File: config.mk
export PLATFORM = sky130hd
export DESIGN_NAME = pc_fetch_controller
export DESIGN_NICKNAME = d
export VERILOG_FILES = /design/src/rtl/pc_fetch_controller.sv
export SDC_FILE = /design/constraint.sdc
export NUM_CORES = 1
export LEC_CHECK = 0
export ABC_AREA = 1
export CORE_ASPECT_RATIO = 0.9
export CORE_MARGIN = 2
export CORE_UTILIZATION = 30
export DETAILED_ROUTE_END_ITERATION = 10
export PLACE_DENSITY_LB_ADDON = 0.25
export SLEW_MARGIN = 15
export SYNTH_ARGS = -nofsm -noshare
export SYNTH_HDL_FRONTEND = slang
export SYNTH_SLANG_ARGS = --single-unit
File: constraint.sdc
create_clock -name clk -period 1.7 [get_ports clk]
set_input_delay 0.34 -clock clk [delete_from_list [all_inputs] [get_ports clk]]
set_output_delay 0.34 -clock clk [all_outputs]
set_load 0.05 [all_outputs]
File: src/rtl/pc_fetch_controller.sv
// pc_fetch_controller
// Owns the fetch PC of the MIPS core and drives the req/ack instruction
// memory port. Redirects (exception > branch > jump) retarget the PC and
// flush anything already fetched. Returned words go to an output register
// backed by a one-entry skid so a decode stall never drops an instruction.
// All outputs come straight from registers.

module pc_fetch_controller #(
    parameter int              N          = 32,
    parameter logic [N-1:0]    RESET_PC   = 32'h0040_0000,
    parameter logic [N-1:0]    EXC_VECTOR = 32'h8000_0180
) (
    input  logic           clk,
    input  logic           reset,
    input  logic           stall,
    input  logic           exception,
    input  logic           branch_taken,
    input  logic [N-1:0]   branch_target,
    input  logic           jump,
    input  logic [N-1:0]   jump_target,
    output logic           imem_req,
    output logic [N-1:0]   imem_addr,
    input  logic           imem_ack,
    input  logic [31:0]    imem_rdata,
    output logic           instr_valid,
    output logic [31:0]    instr,
    output logic [N-1:0]   instr_pc,
    output logic [N-1:0]   pc_value
);

    typedef enum logic [1:0] {
        IDLE    = 2'd0,
        REQ     = 2'd1,
        HOLD    = 2'd2,
        DISCARD = 2'd3
    } state_t;

    localparam logic [N-1:0] PC_STEP = {{(N-3){1'b0}}, 3'b100};

    // Registered state
    state_t         state_r;
    logic [N-1:0]   pc_r;
    logic [N-1:0]   addr_r;
    logic           req_r;
    logic           valid_r;
    logic [31:0]    instr_r;
    logic [N-1:0]   instr_pc_r;
    logic           skid_valid_r;
    logic [31:0]    skid_instr_r;
    logic [N-1:0]   skid_pc_r;

    // Next-state values
    state_t         state_next_s;
    logic [N-1:0]   pc_next_s;
    logic [N-1:0]   addr_next_s;
    logic           req_next_s;
    logic           valid_next_s;
    logic [31:0]    instr_next_s;
    logic [N-1:0]   instr_pc_next_s;
    logic           skid_valid_next_s;
    logic [31:0]    skid_instr_next_s;
    logic [N-1:0]   skid_pc_next_s;

    // Decoded events
    logic           redirect_s;
    logic [N-1:0]   target_raw_s;
    logic [N-1:0]   target_s;
    logic           consume_s;
    logic           ack_take_s;

    // Redirect selection by priority and word alignment of the target
    always_comb begin
        redirect_s   = exception | branch_taken | jump;
        target_raw_s = pc_r;
        if (exception) begin
            target_raw_s = EXC_VECTOR;
        end else if (branch_taken) begin
            target_raw_s = branch_target;
        end else if (jump) begin
            target_raw_s = jump_target;
        end else begin
            target_raw_s = pc_r;
        end
        target_s   = {target_raw_s[N-1:2], 2'b00};
        consume_s  = valid_r & ~stall;
        // An ack that coincides with a redirect belongs to the old stream
        ack_take_s = (state_r == REQ) & imem_ack & ~redirect_s;
    end

    // Output register / skid buffer movement and PC update
    always_comb begin
        pc_next_s         = pc_r;
        valid_next_s      = valid_r;
        instr_next_s      = instr_r;
        instr_pc_next_s   = instr_pc_r;
        skid_valid_next_s = skid_valid_r;
        skid_instr_next_s = skid_instr_r;
        skid_pc_next_s    = skid_pc_r;
        if (redirect_s) begin
            pc_next_s         = target_s;
            valid_next_s      = 1'b0;
            skid_valid_next_s = 1'b0;
        end else if (ack_take_s) begin
            pc_next_s = pc_r + PC_STEP;
            // A request only starts with the skid empty, so there is room
            if (!valid_r || consume_s) begin
                valid_next_s    = 1'b1;
                instr_next_s    = imem_rdata;
                instr_pc_next_s = pc_r;
            end else begin
                skid_valid_next_s = 1'b1;
                skid_instr_next_s = imem_rdata;
                skid_pc_next_s    = pc_r;
            end
        end else if (consume_s) begin
            if (skid_valid_r) begin
                instr_next_s      = skid_instr_r;
                instr_pc_next_s   = skid_pc_r;
                skid_valid_next_s = 1'b0;
            end else begin
                valid_next_s = 1'b0;
            end
        end else begin
            pc_next_s = pc_r;
        end
    end

    // Fetch FSM next state and registered memory-port outputs
    always_comb begin
        state_next_s = state_r;
        case (state_r)
            IDLE: begin
                state_next_s = REQ;
            end
            REQ: begin
                if (redirect_s) begin
                    state_next_s = imem_ack ? REQ : DISCARD;
                end else if (imem_ack) begin
                    state_next_s = skid_valid_next_s ? HOLD : REQ;
                end else begin
                    state_next_s = REQ;
                end
            end
            HOLD: begin
                if (redirect_s || consume_s) begin
                    state_next_s = REQ;
                end else begin
                    state_next_s = HOLD;
                end
            end
            DISCARD: begin
                if (imem_ack) begin
                    state_next_s = REQ;
                end else begin
                    state_next_s = DISCARD;
                end
            end
            default: begin
                state_next_s = IDLE;
            end
        endcase
        req_next_s = (state_next_s == REQ) || (state_next_s == DISCARD);
        // DISCARD keeps presenting the stale address until its ack
        if (state_next_s == REQ) begin
            addr_next_s = pc_next_s;
        end else begin
            addr_next_s = addr_r;
        end
    end

    // State register with synchronous reset
    always_ff @(posedge clk) begin
        if (reset) begin
            state_r      <= IDLE;
            pc_r         <= RESET_PC;
            addr_r       <= RESET_PC;
            req_r        <= 1'b0;
            valid_r      <= 1'b0;
            instr_r      <= 32'h0000_0000;
            instr_pc_r   <= {N{1'b0}};
            skid_valid_r <= 1'b0;
            skid_instr_r <= 32'h0000_0000;
            skid_pc_r    <= {N{1'b0}};
        end else begin
            state_r      <= state_next_s;
            pc_r         <= pc_next_s;
            addr_r       <= addr_next_s;
            req_r        <= req_next_s;
            valid_r      <= valid_next_s;
            instr_r      <= instr_next_s;
            instr_pc_r   <= instr_pc_next_s;
            skid_valid_r <= skid_valid_next_s;
            skid_instr_r <= skid_instr_next_s;
            skid_pc_r    <= skid_pc_next_s;
        end
    end

    assign imem_req    = req_r;
    assign imem_addr   = addr_r;
    assign instr_valid = valid_r;
    assign instr       = instr_r;
    assign instr_pc    = instr_pc_r;
    assign pc_value    = pc_r;

endmodule

## Word level (Yosys, flattened, before mapping)

Cells that the tools add are included.

| cells by class | value |
|---|---|
| $add $sub $neg | 1 |
| equality and inequality tests | 7 |
| multiplexer cells | 27 |
| bitwise logic cells | 8 |
| reduce and logical (&&, ||, !) cells | 11 |

Operators by type and width:

| kind | count |
|---|---|
| $mux 32 | 13 |
| $add 32x3->32 const B | 1 |
| $mux 2 | 5 |
| $mux 1 | 8 |
| $pmux 2 s4 | 1 |
| $eq 2x2->1 const B | 3 |
| $reduce_and 3->1 | 2 |
| $eq 2x1->1 const B | 2 |
| $ne 2x1->1 const B | 2 |
| $reduce_and 4->1 | 1 |
| $reduce_bool 2->1 | 2 |
| $and 1x1->1 | 3 |
| $logic_or 1x1->1 | 3 |
| $not 1->1 | 3 |
| $logic_not 2->1 | 1 |
| $or 1x1->1 | 2 |
| $reduce_or 2->1 | 1 |
| $logic_not 1->1 | 1 |

| word-level totals | value |
|---|---|
| register bits after elaboration | 197 |
| input port bits | 103 |
| output and inout bits | 130 |
| word-level logic and storage cells | 64 |

## Logic depth before layout (Yosys ltp)

Gate-level depths: netlist of run 1.

| depth | value |
|---|---|
| word-level depth | 12 |
| mapped depth | 14 |
| mapped depth without buffers | 14 |

## Worst setup path before layout of run 1

Ideal clock, no wire load.

| timing | value |
|---|---|
| path kind | reg-to-reg |
| from | reg pc_r[3], in the netlist pc_value[3] |
| to | reg addr_r[20], in the netlist imem_addr[20] |
| setup time | 0.109 ns |
| data arrival time | 2.007 ns |
| required time | 1.591 ns |
| setup slack | -0.416 ns |
| cell stages (with the launch flop) | 13 |
| buffers on the path | 0 |
| period minus slack after synthesis | 2.116 ns |
| cells stage by stage | dfxtp_1 > ha_1 > nand2_1 > nor2_1 > nand2_1 > nor2_2 > nand3_1 > inv_1 > nand3_1 > nand3_1 > nand3_1 > nand2_1 > inv_1 |

| on the way | value |
|---|---|
| cells in the longest elaborated chain, start to end | 3 |

Ends and longest elaborated chain:

| element | RTL line | text |
|---|---|---|
| from (decl) | 42 | `logic [N-1:0] pc_r;` |
| from (signal assigned) | 186 | `pc_r <= pc_next_s;` |
| $add 32x3->32 | 104 | `pc_next_s = pc_r + PC_STEP;` |
| $mux 32 | 103 | `end else if (ack_take_s) begin` |
| $mux 32 | 99 | `if (redirect_s) begin` |
| to (signal assigned) | 187 | `addr_r <= addr_next_s;` |
| to (decl) | 43 | `logic [N-1:0] addr_r;` |

No other way between the ends.
A chain may end at the register's enable or synchronous reset.

## Worst setup path in the final report of run 1

| timing | value |
|---|---|
| from | reg pc_r[2], in the netlist pc_value[2] |
| to | reg addr_r[20], in the netlist imem_addr[20] |

Same word-level chain as after synthesis.

==> run metrics, run 1 <==
share of cells above drive strength 1=27.2%; drt drc=0; Clock Latency Late Sink=0.45 ns; Die X-Extent=between 150 and 200 um; minimum clock period=1.75 ns; Worst R2R Path Depth=12; Crit Path Class=register to register; VDD IR-drop max=around 570 uV; asr flop ratio synth=0%; Mapped Cells=1292; Post-synth EDFFs=0; GP Congestion=slightly above 0.9; total core area=29700 um2; Reg clk slew, reported paths=0.08 ns; hold_ws=0.459 ns; Max-slew headroom=between 60% and 70%; # port buffers=about 230; detailed router's first-iteration violation count=a little over 800; Primary FF master, synth=dfxtp_1; initial antenna violation count=0; CP Capture Type=register; Hold Path Stages=3; Arr. time, crit path=approximately 2.1 ns; post-synthesis instance area=between 9000 and 10000 um2; Avg WL per Cell=18.1 um; Worst setup SP type=register; worst stage delay on the critical path=about 0.4 ns; syn nets=1396; pre-CTS setup slack=-0.741 ns; via/cell ratio=slightly below 5; ant diodes=0; clock skew=about 0.016 ns; Num CTS Buffers=17; site row count=60; Clk Tree Root Cell=clkbuf_16; slew at the pin closest to its max-slew limit=between 0.5 and 0.6 ns; Synth cell types=37; fin crit share=103%; Slew Viols, Final=0; Total Power=11000 uW; register area share after synthesis=~44%; Lkg Pwr=around 0.0054 uW; FF+latch count, synth=between 150 and 200; routed wire length=36300 um; post-route setup slack=-0.0489 ns; CP max-delay cell=dfxtp_4; first-pass GRT wire length=roughly 54000 um; Fin Setup TNS=-0.111 ns; max-cap viol count=0; failing checks=setup timing; cell chain of the critical path=ha_4 > nand2_4 > nor2_4 > nand2_2 > nor2_4 > nand3_4 > inv_4 > nand3_1 > nand3_2 > nand3_2 > nand2_1 > inv_1; Die H=168 um; nets@finish=roughly 1700; total track usage=21.9%; Fmax=~570 MHz; crit path max fanout=4; via count=about 9900; GRT overflow=0; largest net degree at the start of global routing=100; Num Clock Sinks=between 150 and 200; Antenna Violating Nets Remaining=0; Final HPWL DP=25400 um; CTS H-tree depth=4; worst hold path class=input port to register; Final Hold Viols=0; Syn Area/Cell=about 7 um2; PwrDens=between 800 and 900 nW/um2; Final setup viols=4; P&R area growth vs syn=51.4%; Initial Utilization=between 30% and 40%; Die Area=between 30000 and 40000 um2; CTS tree=yes; router iterations before antenna repair=6; RSZ-0062 raised after global routing=true; outcome=complete, but fails checks; I/O Pins=233; clock buffer depth=2; YS warnings=0; r2r setup slk=-0.05 ns; Crit path required time=2.05 ns; vias in the first global route=a little over 9000
==> cell usage after synthesis, types with 4 or more instances <==
cell	instances	area [um2]
o21a_1	18	135
o211ai_1	16	120
buf_2	28	140
nand4_1	4	25.0
o21ai_1	36	180
o21ai_0	64	320
nor2_2	4	25.0
inv_2	6	22.5
a211oi_1	27	203
nand3_1	72	360
nor2_1	99	372
buf_6	6	67.6
inv_1	75	282
a21oi_1	77	385
clkbuf_1	53	199
dfxtp_1	196	3920
nand2_1	408	1530
a31oi_1	74	463
==> worst paths after layout <==
| kind | start | endpoint |
|---|---|---|
| min reg2reg | skid_instr_r[9] | skid_instr_r[9] |
| max reg2reg | pc_value[2] | imem_addr[20] |
| max | pc_value[2] | imem_addr[20] |
| min | imem_ack | instr_valid |
==> timing repair <==
| action | 4_1_cts | 5_1_grt |
|---|---|---|
| hold buffers | 0 | 0 |
| pin swaps | 11 | 31 |
| gates resized for setup | 35 | 112 |
| gates cloned | 0 | 6 |
| setup buffers | 6 | 14 |
| setup endpoints to repair | 75 | 143 |
==> where the power goes <==
group	switching, uW	internal, uW
clock network	2160	2060
registers	132	4720
logic	1190	764
total	3480	7540
==> stage by stage <==
step	util [%]	cells	area, um2
after floorplan	-	1292	9080
after global placement	41.4	1948	12300
after detailed placement	41.4	1948	12300
after CTS	44.1	1986	13100
after global routing	45.9	2006	13600
final	45.9	2006	13600
==> worst max-delay path: cells and delay by family (launching register included) <==
family | cells | cell delay, ns
adders and majority gates | 1 | 0.15
buffers and inverters | 2 | 0.12
DFF | 1 | 0.40
and+or+nand+nor | 9 | 0.99
==> metal layers <==
metal / global-route usage, % / vias to the layer above / share of wire (%)
li1: - / 4908 / -
met1: 31.7 / 4639 / 47
met2: 32.5 / 347 / 44
met3: 4.75 / 50 / 6.7
met4: 6.49 / 0 / 2.2
met5: 0 / - / 0
==> cell families (layout without fill, tap and decap cells) <==
group           after synthesis  after routing  share of synthesized area [%]
simple gates                599            599                           26.9
compound gates              320            320                           21.0
flops                       196            196                           43.5
buf+inv                     174            485                           8.25
xor+xnor                      2              2                          0.194
fa+ha+maj                     1              1                          0.139
==> registers in the layout, indices dropped and copies added, names as in the netlist <==
signal and flops:
skid_instr_r 32, instr_pc 32, skid_valid_r 1, state_r 2, instr_valid 1, imem_addr 32
skid_pc_r 32, pc_value 32, instr 32
==> cell usage in the layout (no fill, tap or decap), types with 18 or more instances in the layout <==
cell type        count
o21ai_0             38
clkbuf_16           20
inv_1               68
nand2_2             19
o21ai_1             55
dfxtp_2             20
a21oi_1             75
buf_12              28
a31oi_1             73
nand3_1             53
nor2_1              82
nand2_1            387
nand3_2             19
clkdlybuf4s50_1     93
buf_4              232
o21a_1              18
a211oi_1            27
dfxtp_1            166
==> layout make-up <==
type                            count  area, um2
Sequential cell                   196       3990
Clock buffer                       18        439
Inverter                           82        339
Fill cell                        3022      16100
Clock inverter                     14        178
Tap cell                          403        504
Timing Repair Buffer              370       3480
Timing Repair inverter              1       8.76
Multi-Input combinational cell    922       4700
No activity file was read; power rests on OpenSTA's default activity.
==> run 2, diff against run 1 <==
GPL_ROUTABILITY_DRIVEN = 0   (was unset)
SETUP_SLACK_MARGIN = 0.5   (was unset)
==> run 2 against run 1 <==
  * The run now ends clean
  * Utilization grew 11 points
  * Clock power shrank 2%
  * Clock skew shrank 0.0021 ns
  * Sequential power is essentially flat
  * Power grew 2.4%
  * Critical path type unchanged
==> run metrics, run 2 (synthesized netlist as in run 1, its figures left out) <==
outcome=finished, final reports clean (was complete, but fails checks); CTS tree=yes (unchanged); vias in the first global route=9932 (was 9311); Crit path required time=2.06 ns (was 2.05 ns); PwrDens=669 nW/um2 (was 809 nW/um2); Total Power=11300 uW (was 11000 uW); RSZ-0062 raised after global routing=true (unchanged); Die H=168 um (unchanged); router iterations before antenna repair=5 (was 6); ant diodes=0 (unchanged); CP Capture Type=register (unchanged); commonest non-fill, non-tap cell in the layout=nand2_1 (unchanged); Die X-Extent=187 um (unchanged); GRT overflow=0 (unchanged); first-pass GRT wire length=57900 um (was 53900 um); drt drc=0 (unchanged); Die Area=31400 um2 (unchanged); Avg WL per Cell=19.3 um (was 18.1 um); share of cells above drive strength 1=44.2% (was 27.2%); Final HPWL DP=22100 um (was 25400 um); via/cell ratio=5.11 (was 4.96); Arr. time, crit path=2.05 ns (was 2.10 ns); Lkg Pwr=0.00667 uW (was 0.00544 uW); Clk Tree Root Cell=clkbuf_16 (unchanged); worst hold path class=input port to register (unchanged); Worst setup SP type=register (unchanged); Num CTS Buffers=17 (unchanged); clock buffer depth=2 (unchanged); Reg clk slew, reported paths=0.08 ns (about the same); total core area=29700 um2 (unchanged); nets@finish=1783 (was 1694); Final Hold Viols=0 (unchanged); crit path max fanout=6 (was 4); clock skew=0.0137 ns (was 0.0158 ns); fin crit share=99.5% (was 103%); Crit Path Class=register to register (unchanged); slew at the pin closest to its max-slew limit=0.659 ns (was 0.543 ns); I/O Pins=233 (unchanged); Slew Viols, Final=0 (unchanged); via count=10700 (was 9944); Fmax=591 MHz (was 572 MHz); Final setup viols=0 (was 4); initial antenna violation count=0 (unchanged); detailed router's first-iteration violation count=798 (was 827); total track usage=23.5% (was 21.9%); final core occ=56.8% (was 45.9%); routed wire length=40400 um (was 36300 um); largest net degree at the start of global routing=100 (unchanged); Max-slew headroom=56.1% (was 63.8%); CTS H-tree depth=4 (unchanged); Clock Latency Late Sink=0.44 ns (was 0.45 ns); Num Clock Sinks=196 (unchanged); max-cap viol count=0 (unchanged); VDD IR-drop max=645 uV (was 570 uV); Antenna Violating Nets Remaining=0 (unchanged); most frequent cells in the layout=nand2_1, buf_4, dfxtp_1, clkdlybuf4s50_1, buf_8 (was nand2_1, buf_4, dfxtp_1, clkdlybuf4s50_1, nor2_1); hold_buf cts=0 (unchanged); # port buffers=228 (unchanged); minimum clock period=1.69 ns (was 1.75 ns); Fin Setup TNS=0 ns (was -0.111 ns); site row count=60 (unchanged); P&R area growth vs syn=87.4% (was 51.4%); Initial Utilization=30.3% (unchanged)
## run 2: cell types whose count changed in the layout (fill, tap and decap cells not counted), moves of 26 or more
cell,change
buf_4,-75
o21ai_1,-38
a211oi_1,-26
a211oi_2,+26
buf_6,+40
buf_16,+28
buf_8,+77
nand2_1,-28
o21ai_2,+58
dfxtp_4,+43
dfxtp_1,-56
## run 2: repair_timing
action	CTS	global route
pin swaps	39	47
gates resized for setup	152	439
gates cloned	26	11
buffers inserted	48	79
endpoints found under the setup margin	323	322
## run 2: per-stage QoR
stage / hold slack (ns) / setup WS (ns) / cell area [um2] / instances
after floorplan: 0.444 / 0.0472 / 9650 / 1292
after global placement: 0.452 / -0.551 / 12200 / 1899
after detailed placement: 0.455 / -0.567 / 12200 / 1899
after CTS: 0.424 / 0.0865 / 14500 / 2005
after global routing: 0.458 / -0.140 / 16900 / 2095
final: 0.450 / 0.00824 / 16900 / 2095
## run 2: layout make-up
type	count	area, um2
Clock inverter	14	143
Multi-Input combinational cell	922	5540
Fill cell	2638	12800
Sequential cell	196	4160
Inverter	82	352
Tap cell	403	504
Clock buffer	18	439
Timing Repair Buffer	460	5740
## run 2: power breakdown
group	total (uW)	internal, uW	switching (uW)
registers	4830	4680	155
clock network	4150	2110	2040
logic	2310	1030	1280
total	11300	7820	3470
## run 2: path summary, 6_finish.rpt
kind | end | slack [ns] | start | depth (start not counted)
worst min register to register | skid_instr_r[7] | 0.46 | skid_instr_r[7] | 2
worst max register to register | skid_pc_r[28] | 0.008 | state_r[0] | 10
worst max-delay path | skid_pc_r[28] | 0.008 | state_r[0] | 10
worst min-delay path | instr[28] | 0.45 | reset | 5
## run 2: worst max-delay path: stages (launching register included)
cell      delay [ns]
dfxtp_4         0.39
nand3_4         0.15
inv_6           0.13
nand2_8         0.06
nor2_4          0.13
buf_6           0.15
buf_12          0.15
buf_12          0.12
buf_16          0.13
nor2_4          0.03
a211oi_2        0.17
## run 2: per-layer routing
layer / vias to the layer above / global-route usage, % / wire length (um)
met5: - / 0 / 0
met4: 0 / 6.80 / 921
met3: 70 / 4.29 / 2440
met2: 384 / 38.7 / 19400
met1: 5143 / 31.4 / 17600
li1: 5115 / - / -
